### config.mk
export PLATFORM = sky130hd
export DESIGN_NAME = wb_commit_tracer
export DESIGN_NICKNAME = d
export VERILOG_FILES = /design/src/rtl/wb_commit_tracer.sv
export SDC_FILE = /design/constraint.sdc
export NUM_CORES = 1
export LEC_CHECK = 0
export CORE_MARGIN = 2
export CORE_UTILIZATION = 59
export CTS_CLUSTER_SIZE = 30
export DETAILED_ROUTE_END_ITERATION = 12
export HOLD_SLACK_MARGIN = 0.1
export PLACE_DENSITY = 0.84
export SETUP_SLACK_MARGIN = 0.3
export SYNTH_ARGS = -nofsm -noshare
export SYNTH_HDL_FRONTEND = slang
export SYNTH_SLANG_ARGS = --single-unit
### constraint.sdc
create_clock -name clk -period 13.25 [get_ports clk]
set_input_delay 2.65 -clock clk [delete_from_list [all_inputs] [get_ports clk]]
set_output_delay 2.65 -clock clk [all_outputs]
set_load 0.05 [all_outputs]
### src/rtl/wb_commit_tracer.sv
// Commit trace buffer: captures one record per retired instruction from the WB stage
// into a first-word-fall-through FIFO drained over a valid/ready port; overflow is sticky and counted.
module wb_commit_tracer #(
    parameter int DEPTH  = 8,
    parameter int SEQ_W  = 32,
    parameter int DROP_W = 16
) (
    input  logic                       clk,
    input  logic                       reset,
    input  logic                       wb_valid,
    input  logic [31:0]                wb_instr,
    input  logic [4:0]                 wb_rd,
    input  logic                       wb_regwrite,
    input  logic [31:0]                wb_result,
    input  logic                       trace_clr,
    output logic                       trace_valid,
    input  logic                       trace_ready,
    output logic [31:0]                trace_instr,
    output logic [4:0]                 trace_rd,
    output logic                       trace_we,
    output logic [31:0]                trace_wdata,
    output logic [SEQ_W-1:0]           trace_seq,
    output logic [$clog2(DEPTH):0]     fifo_count,
    output logic                       overflow,
    output logic [DROP_W-1:0]          drop_count
);
    localparam int PTR_W = $clog2(DEPTH);
    localparam int CNT_W = PTR_W + 1;

    logic [31:0]      instr_mem_q [DEPTH];
    logic [4:0]       rd_mem_q    [DEPTH];
    logic             we_mem_q    [DEPTH];
    logic [31:0]      wdata_mem_q [DEPTH];
    logic [SEQ_W-1:0] seq_mem_q   [DEPTH];

    logic [PTR_W-1:0]  wr_ptr_q, wr_ptr_d;
    logic [PTR_W-1:0]  rd_ptr_q, rd_ptr_d;
    logic [CNT_W-1:0]  count_q, count_d;
    logic [SEQ_W-1:0]  seq_q, seq_d;
    logic              overflow_q, overflow_d;
    logic [DROP_W-1:0] drop_q, drop_d;

    logic full_s, pop_s, push_s, drop_s, rec_we_s;

    // Next-state for pointers, occupancy, sequence and overflow accounting
    always_comb begin
        full_s     = (count_q == CNT_W'(DEPTH));
        pop_s      = (count_q != '0) && trace_ready;
        push_s     = wb_valid && !trace_clr && (!full_s || pop_s);
        drop_s     = wb_valid && !trace_clr && full_s && !pop_s;
        rec_we_s   = wb_regwrite && (wb_rd != 5'd0);
        wr_ptr_d   = wr_ptr_q;
        rd_ptr_d   = rd_ptr_q;
        count_d    = count_q;
        overflow_d = overflow_q;
        drop_d     = drop_q;
        // Every retiring instruction consumes a sequence number, even when lost
        seq_d      = wb_valid ? (seq_q + SEQ_W'(1)) : seq_q;
        if (trace_clr) begin
            wr_ptr_d = '0;
            rd_ptr_d = '0;
            count_d  = '0;
        end else begin
            if (push_s) begin
                wr_ptr_d = wr_ptr_q + PTR_W'(1);
            end else begin
                wr_ptr_d = wr_ptr_q;
            end
            if (pop_s) begin
                rd_ptr_d = rd_ptr_q + PTR_W'(1);
            end else begin
                rd_ptr_d = rd_ptr_q;
            end
            case ({push_s, pop_s})
                2'b10:   count_d = count_q + CNT_W'(1);
                2'b01:   count_d = count_q - CNT_W'(1);
                default: count_d = count_q;
            endcase
        end
        if (drop_s) begin
            overflow_d = 1'b1;
            drop_d     = (drop_q == {DROP_W{1'b1}}) ? drop_q : (drop_q + DROP_W'(1));
        end else begin
            overflow_d = overflow_q;
            drop_d     = drop_q;
        end
    end

    // Control state registers with synchronous reset
    always_ff @(posedge clk) begin
        if (reset) begin
            wr_ptr_q   <= '0;
            rd_ptr_q   <= '0;
            count_q    <= '0;
            seq_q      <= '0;
            overflow_q <= 1'b0;
            drop_q     <= '0;
        end else begin
            wr_ptr_q   <= wr_ptr_d;
            rd_ptr_q   <= rd_ptr_d;
            count_q    <= count_d;
            seq_q      <= seq_d;
            overflow_q <= overflow_d;
            drop_q     <= drop_d;
        end
    end

    // Record storage; stale contents are never visible because outputs are masked when empty
    always_ff @(posedge clk) begin
        if (!reset && push_s) begin
            instr_mem_q[wr_ptr_q] <= wb_instr;
            rd_mem_q[wr_ptr_q]    <= rec_we_s ? wb_rd : 5'd0;
            we_mem_q[wr_ptr_q]    <= rec_we_s;
            wdata_mem_q[wr_ptr_q] <= rec_we_s ? wb_result : 32'd0;
            seq_mem_q[wr_ptr_q]   <= seq_q;
        end
    end

    // Head presentation, driven only from registered state
    always_comb begin
        trace_valid = (count_q != '0);
        if (trace_valid) begin
            trace_instr = instr_mem_q[rd_ptr_q];
            trace_rd    = rd_mem_q[rd_ptr_q];
            trace_we    = we_mem_q[rd_ptr_q];
            trace_wdata = wdata_mem_q[rd_ptr_q];
            trace_seq   = seq_mem_q[rd_ptr_q];
        end else begin
            trace_instr = 32'd0;
            trace_rd    = 5'd0;
            trace_we    = 1'b0;
            trace_wdata = 32'd0;
            trace_seq   = '0;
        end
    end

    assign fifo_count = count_q;
    assign overflow   = overflow_q;
    assign drop_count = drop_q;

endmodule
Yosys cells after proc, flatten, opt, wreduce, memory -nomap -nowiden
Memory sizes are Yosys's and may differ from the RTL's. A register that Yosys moved wholly into a read port is not among the register bits.
Cells that the tools add are included.
{"block": "classes", "n_eq_ne": 4, "add_sub_neg": 6, "n_reduce_logical": 17, "bitwise_logic": 1, "n_mux": 20}
{"operator": "32-bit 2-to-1 mux", "n": 4}
{"operator": "32-bit by 1-bit adder with 32-bit output (second input constant)", "n": 1}
{"operator": "3-bit 2-to-1 mux", "n": 10}
{"operator": "16-bit by 1-bit adder with 16-bit output (second input constant)", "n": 1}
{"operator": "16-bit equality test (second input constant)", "n": 1}
{"operator": "5-bit 2-to-1 mux", "n": 2}
{"operator": "4-bit case mux with 2 select lines", "n": 1}
{"operator": "1-bit logical AND", "n": 7}
{"operator": "3-bit by 1-bit adder with 3-bit output (second input constant)", "n": 2}
{"operator": "5-bit nonzero test", "n": 1}
{"operator": "4-bit by 1-bit adder with 4-bit output (second input constant)", "n": 1}
{"operator": "4-bit equality test (second input constant)", "n": 1}
{"operator": "1-bit zero test", "n": 4}
{"operator": "4-bit nonzero test", "n": 1}
{"operator": "4-bit by 1-bit subtractor with 4-bit output (second input constant)", "n": 1}
{"operator": "1-bit 2-to-1 mux", "n": 3}
{"operator": "2-bit by 1-bit equality test with 1-bit output (second input constant)", "n": 1}
{"operator": "2-bit equality test (second input constant)", "n": 1}
{"operator": "2-bit AND reduction", "n": 1}
{"operator": "2-bit nonzero test", "n": 1}
{"operator": "2-bit OR reduction", "n": 1}
{"operator": "1-bit logical OR", "n": 1}
{"operator": "1-bit inverter", "n": 1}
{"block": "word_totals", "output_inout_bits": 124, "reg_bits": 59, "ramBits": 816, "inputBits": 75, "n_memories": 5, "word_cells": 59}
{"memory": "instr_mem_q", "words": 8, "word_bits": 32, "read_ports": 1, "rd_clocked_by_memory_dff": 1, "write_ports": 1, "line_no": "30", "rtl": "logic [31:0] instr_mem_q [DEPTH];"}
{"memory": "seq_mem_q", "words": 8, "word_bits": 32, "read_ports": 1, "rd_clocked_by_memory_dff": 1, "write_ports": 1, "line_no": "34", "rtl": "logic [SEQ_W-1:0] seq_mem_q [DEPTH];"}
{"memory": "wdata_mem_q", "words": 8, "word_bits": 32, "read_ports": 1, "rd_clocked_by_memory_dff": 1, "write_ports": 1, "line_no": "33", "rtl": "logic [31:0] wdata_mem_q [DEPTH];"}
{"memory": "rd_mem_q", "words": 8, "word_bits": 5, "read_ports": 1, "rd_clocked_by_memory_dff": 1, "write_ports": 1, "line_no": "31", "rtl": "logic [4:0] rd_mem_q [DEPTH];"}
{"memory": "we_mem_q", "words": 8, "word_bits": 1, "read_ports": 1, "rd_clocked_by_memory_dff": 1, "write_ports": 1, "line_no": "32", "rtl": "logic we_mem_q [DEPTH];"}

Logic depth before layout (Yosys ltp)
{"block": "depth", "ltp_word": 7, "depth_mapped": 9, "depth_no_buf": 7}

Least setup slack after synthesis
No wires, ideal clock.
{"block": "synth_path", "path_kind": "input-to-reg", "start": "in wb_valid", "end": "mem instr_mem_q[1][0] (enable)", "path_slack_ns": 1.602, "t_required_ns": 12.562, "cell_stages": 6, "path_buffers": 2, "arrival_ns": 10.960, "path_cell_list": "clkbuf_1 nor2b_1 clkbuf_1 o21ai_0 or3b_2 nor3_1"}
{"block": "synth_between", "elab_chain_len": 5}
{"item": "from (decl)", "line_no": "10", "rtl": "input logic wb_valid,"}
{"item": "1-bit logical AND (2 in a row)", "line_no": "49", "rtl": "push_s = wb_valid && !trace_clr && (!full_s || pop_s);"}
{"item": "1-bit logical AND", "line_no": "110", "rtl": "if (!reset && push_s) begin"}
{"item": "1-bit 2-to-1 mux", "line_no": "110"}
{"item": "1-bit 2-to-1 mux (not written as such)", "line_no": "111", "rtl": "instr_mem_q[wr_ptr_q] <= wb_instr;"}
{"item": "to (decl)", "line_no": "30"}
No other way between the ends.

==> results_dict.tcl <==
set metrics [dict create \
    cts_setup_buffers 0 \
    seqCellArea_sq_um 25760 \
    endpoint_kind "output pin" \
    cts_resized 0 \
    io_pins 199 \
    seqPwrFrac_pct 53.6 \
    antenna_found_initial 1 \
    cp.depth 5 \
    fin_tns_setup_ns 0 \
    slew_violations 0 \
    syn_to_final_growth_pct 16.58 \
    synth_warnings 0 \
    syn_area_sq_um 34030 \
    hold_viol 0 \
    leakagePower_uw 0.01177 \
    vias_per_cell 6.426 \
    min_period_ns 7.134 \
    cp.buffers_inverters 2 \
    clk_latency_ns 0.64 \
    wl_um 78380 \
    status "complete, no violations" \
    cts_buffers 83 \
    vdd_drop_max_mv 0.08854 \
    maxSlewHeadroom_pct 24.15 \
    grt_pass1_wl_um 118000 \
    reg2reg_slack_ns 9.31 \
    clkPwrFrac_pct 42.7 \
    cts-root-buf "clkbuf_16" \
    die_area_sq_um 59620 \
    ctsHoldBuffers 0 \
    drt_iter0_markers 1694 \
    row_count 88 \
    clock_path_buffers 3 \
    cp_cell_sequence "buf_4, mux4_2, mux2i_1, nor2_1, clkdlybuf4s50_1" \
    intPower_uw 4488 \
    die_h_um 244.2 \
    setup_ws_ns 6.116 \
    required_ns 10.60 \
    maxCapViolations 0 \
    cp-start-kind "register" \
    dp_slack_ns 6.268 \
    cp_top_family "buffers and inverters" \
    fin_nets 1991 \
    yosysMostFrequentCell "edfxtp_1" \
    path_clk_slew_ns 0.06 \
    switching_share_pct 20.79 \
    synthArstFlopShare_pct 0 \
    synth_top_area_cell "edfxtp_1" \
    dpl_cell_area_sq_um 36900 \
    fp.coreArea_sq_um 57370 \
    cts.sinks 878 \
    grt_max_degree 109 \
    hold_depth 2 \
    cts_tree "done" \
    p_per_area_nw_per_um2 142.8 \
    gp_congestion 0.7707 \
    slowest_delay_ns 1.06 \
    synth.area.top_cells "edfxtp_1 (72%), mux4_2 (13%), dfxtp_1 (3.6%)" \
    combinationalPowerShare_pct 3.7 \
    critPathKind "register to output pin" \
    ys_top_cells_by_count "edfxtp_1 (816), mux4_2 (204), nor2_1 (135)" \
    syn_area_per_cell_sq_um 20.09 \
    io_buffers 198 \
    switching_power_uw 1178 \
    synth-edff-count 816 \
    die_w_um 244.2 \
    ys_types 41 \
    hpwl_um 39080 \
    holdCritPathClass "register to register" \
    crit_slowest_cell "dfxtp_4" \
    fmax_mhz 140.2 \
    ctsHtreeMaxLevel 3 \
    worstPathArrival_ns 4.48 \
    grt_overflow 0 \
    first_global_vias 18580 \
    r2r_end "seq_mem_q[7][0]" \
    vias 17650 \
    ys_seq_elements 878 \
    ant_nets 0 \
    start_util_pct 59.33 \
    synth_top_area_share_pct 72.00 \
    final_util_pct 69.16 \
    finalCritPeriodShare_pct 53.84 \
    reg2regPathDepth 6 \
    r2r-start "fifo_count[1]" \
    syn-num-nets 1774 \
    skew_ns 0.02041 \
    synth_ff_type "edfxtp_1" \
    rsz0062_at_grt "false" \
    cp_max_fo 72 \
    setup_viol 0 \
    drive_gt1_share_pct 19.03 \
    hold_start "rd_ptr_q[1]" \
    ys_seq_area_share_pct 75.64 \
    first_pass_iters 5 \
    worst_hold_slack_ns 0.4761 \
    tightest_slew_ns 1.138 \
    fill_cells 3300 \
    grt_usage_pct 26.80 \
    synth_cells 1694 \
    multi_input_area_sq_um 7960 \
    wl_per_cell_um 28.53 \
    drc_errors 0 \
    fin_area_sq_um 39680 \
]
==> final cells by class <==
| cell class | instances | area share (%) |
|---|---|---|
| Tap cell | 765 | 2.412 |
| Clock inverter | 51 | 1.482 |
| Timing Repair Buffer | 226 | 5.544 |
| Multi-Input combinational cell | 715 | 20.06 |
| Antenna cell | 1 | 0.006307 |
| Clock buffer | 104 | 5.509 |
| Sequential cell | 878 | 64.92 |
| Inverter | 7 | 0.06623 |
==> sequential cells by signal (all words and copies together), names as in the netlist, named ones only <==
name / cells
drop_count: 16
wr_ptr_q: 3
fifo_count: 4
instr_mem_q: 256
wdata_mem_q: 256
seq_q: 32
we_mem_q: 8
rd_mem_q: 40
overflow: 1
seq_mem_q: 256
rd_ptr_q: 3
==> layout by cell type (no fill, tap or decap), types with 13 or more instances in the layout <==
master,n
nand2_1,24
nand4_1,16
buf_4,27
clkinv_1,13
nor2_1,128
mux4_2,204
clkinv_2,13
or4_1,25
dfxtp_1,59
o31ai_1,24
and2_1,42
edfxtp_1,816
nand3_1,15
clkdlybuf4s50_1,197
mux2i_1,106
a21oi_1,35
clkbuf_16,83
clkbuf_1,18
==> cells by family (layout without fill, tap and decap cells) <==
logic type / Yosys count / after routing / share of synthesized area [%]
adder cells (fa/ha/maj): 5 / 5 / 0.1838
AND/OR/NAND/NOR: 303 / 303 / 4.504
AO/OA/AOI/OAI: 77 / 77 / 1.357
XOR/XNOR: 16 / 16 / 0.4117
other: 0 / 1 / 0
flip-flops: 878 / 878 / 75.64
buffers and inverters: 101 / 388 / 1.151
multiplexers: 314 / 314 / 16.75
==> tightest hold or removal path, cell delays in order (launching register included) <==
cell and delay, ns:
dfxtp_1 0.31, nand2_1 0.05, a21oi_1 0.07
==> per-stage QoR <==
stage          power (uW)  cells
3_5_place_dp         3305   2591
4_1_cts              5700   2746
2_1_floorplan        3215   1694
5_1_grt              5807   2746
6_report             5666   2747
3_3_place_gp         3298   2591
==> power groups by stage <==
stage / sequential, uW / combinational, uW / clock (uW)
after global routing: 3040 / 223 / 2550
after detailed placement: 3100 / 209 / 0
after global placement: 3090 / 204 / 0
after floorplan: 3100 / 119 / 0
after CTS: 3040 / 213 / 2450
final: 3040 / 211 / 2420
==> layer usage <==
layer | global-route usage [%] | up-vias | share of wire [%]
met1 | 35.30 | 9206 | 37
met3 | 4.982 | 140 | 8.0
met4 | 7.586 | 2 | 2.3
li1 | - | 7347 | -
met5 | 0 | - | 0.010
met2 | 46.24 | 956 | 53
==> how the worst max path moves through the flow <==
| stage | startpoint | slack (ns) | end |
|---|---|---|---|
| detailed placement | wb_valid | 6.27 | instr_mem_q[7][25] |
| global placement | wb_valid | 6.42 | instr_mem_q[7][25] |
| finish | register | 6.12 | trace_seq[31] |
| CTS | register | 6.00 | trace_seq[31] |
| floorplan | wb_valid | 1.60 | instr_mem_q[1][0] |
| global route | register | 5.82 | trace_seq[11] |
Note: power is estimated with default switching activity, not from simulation.
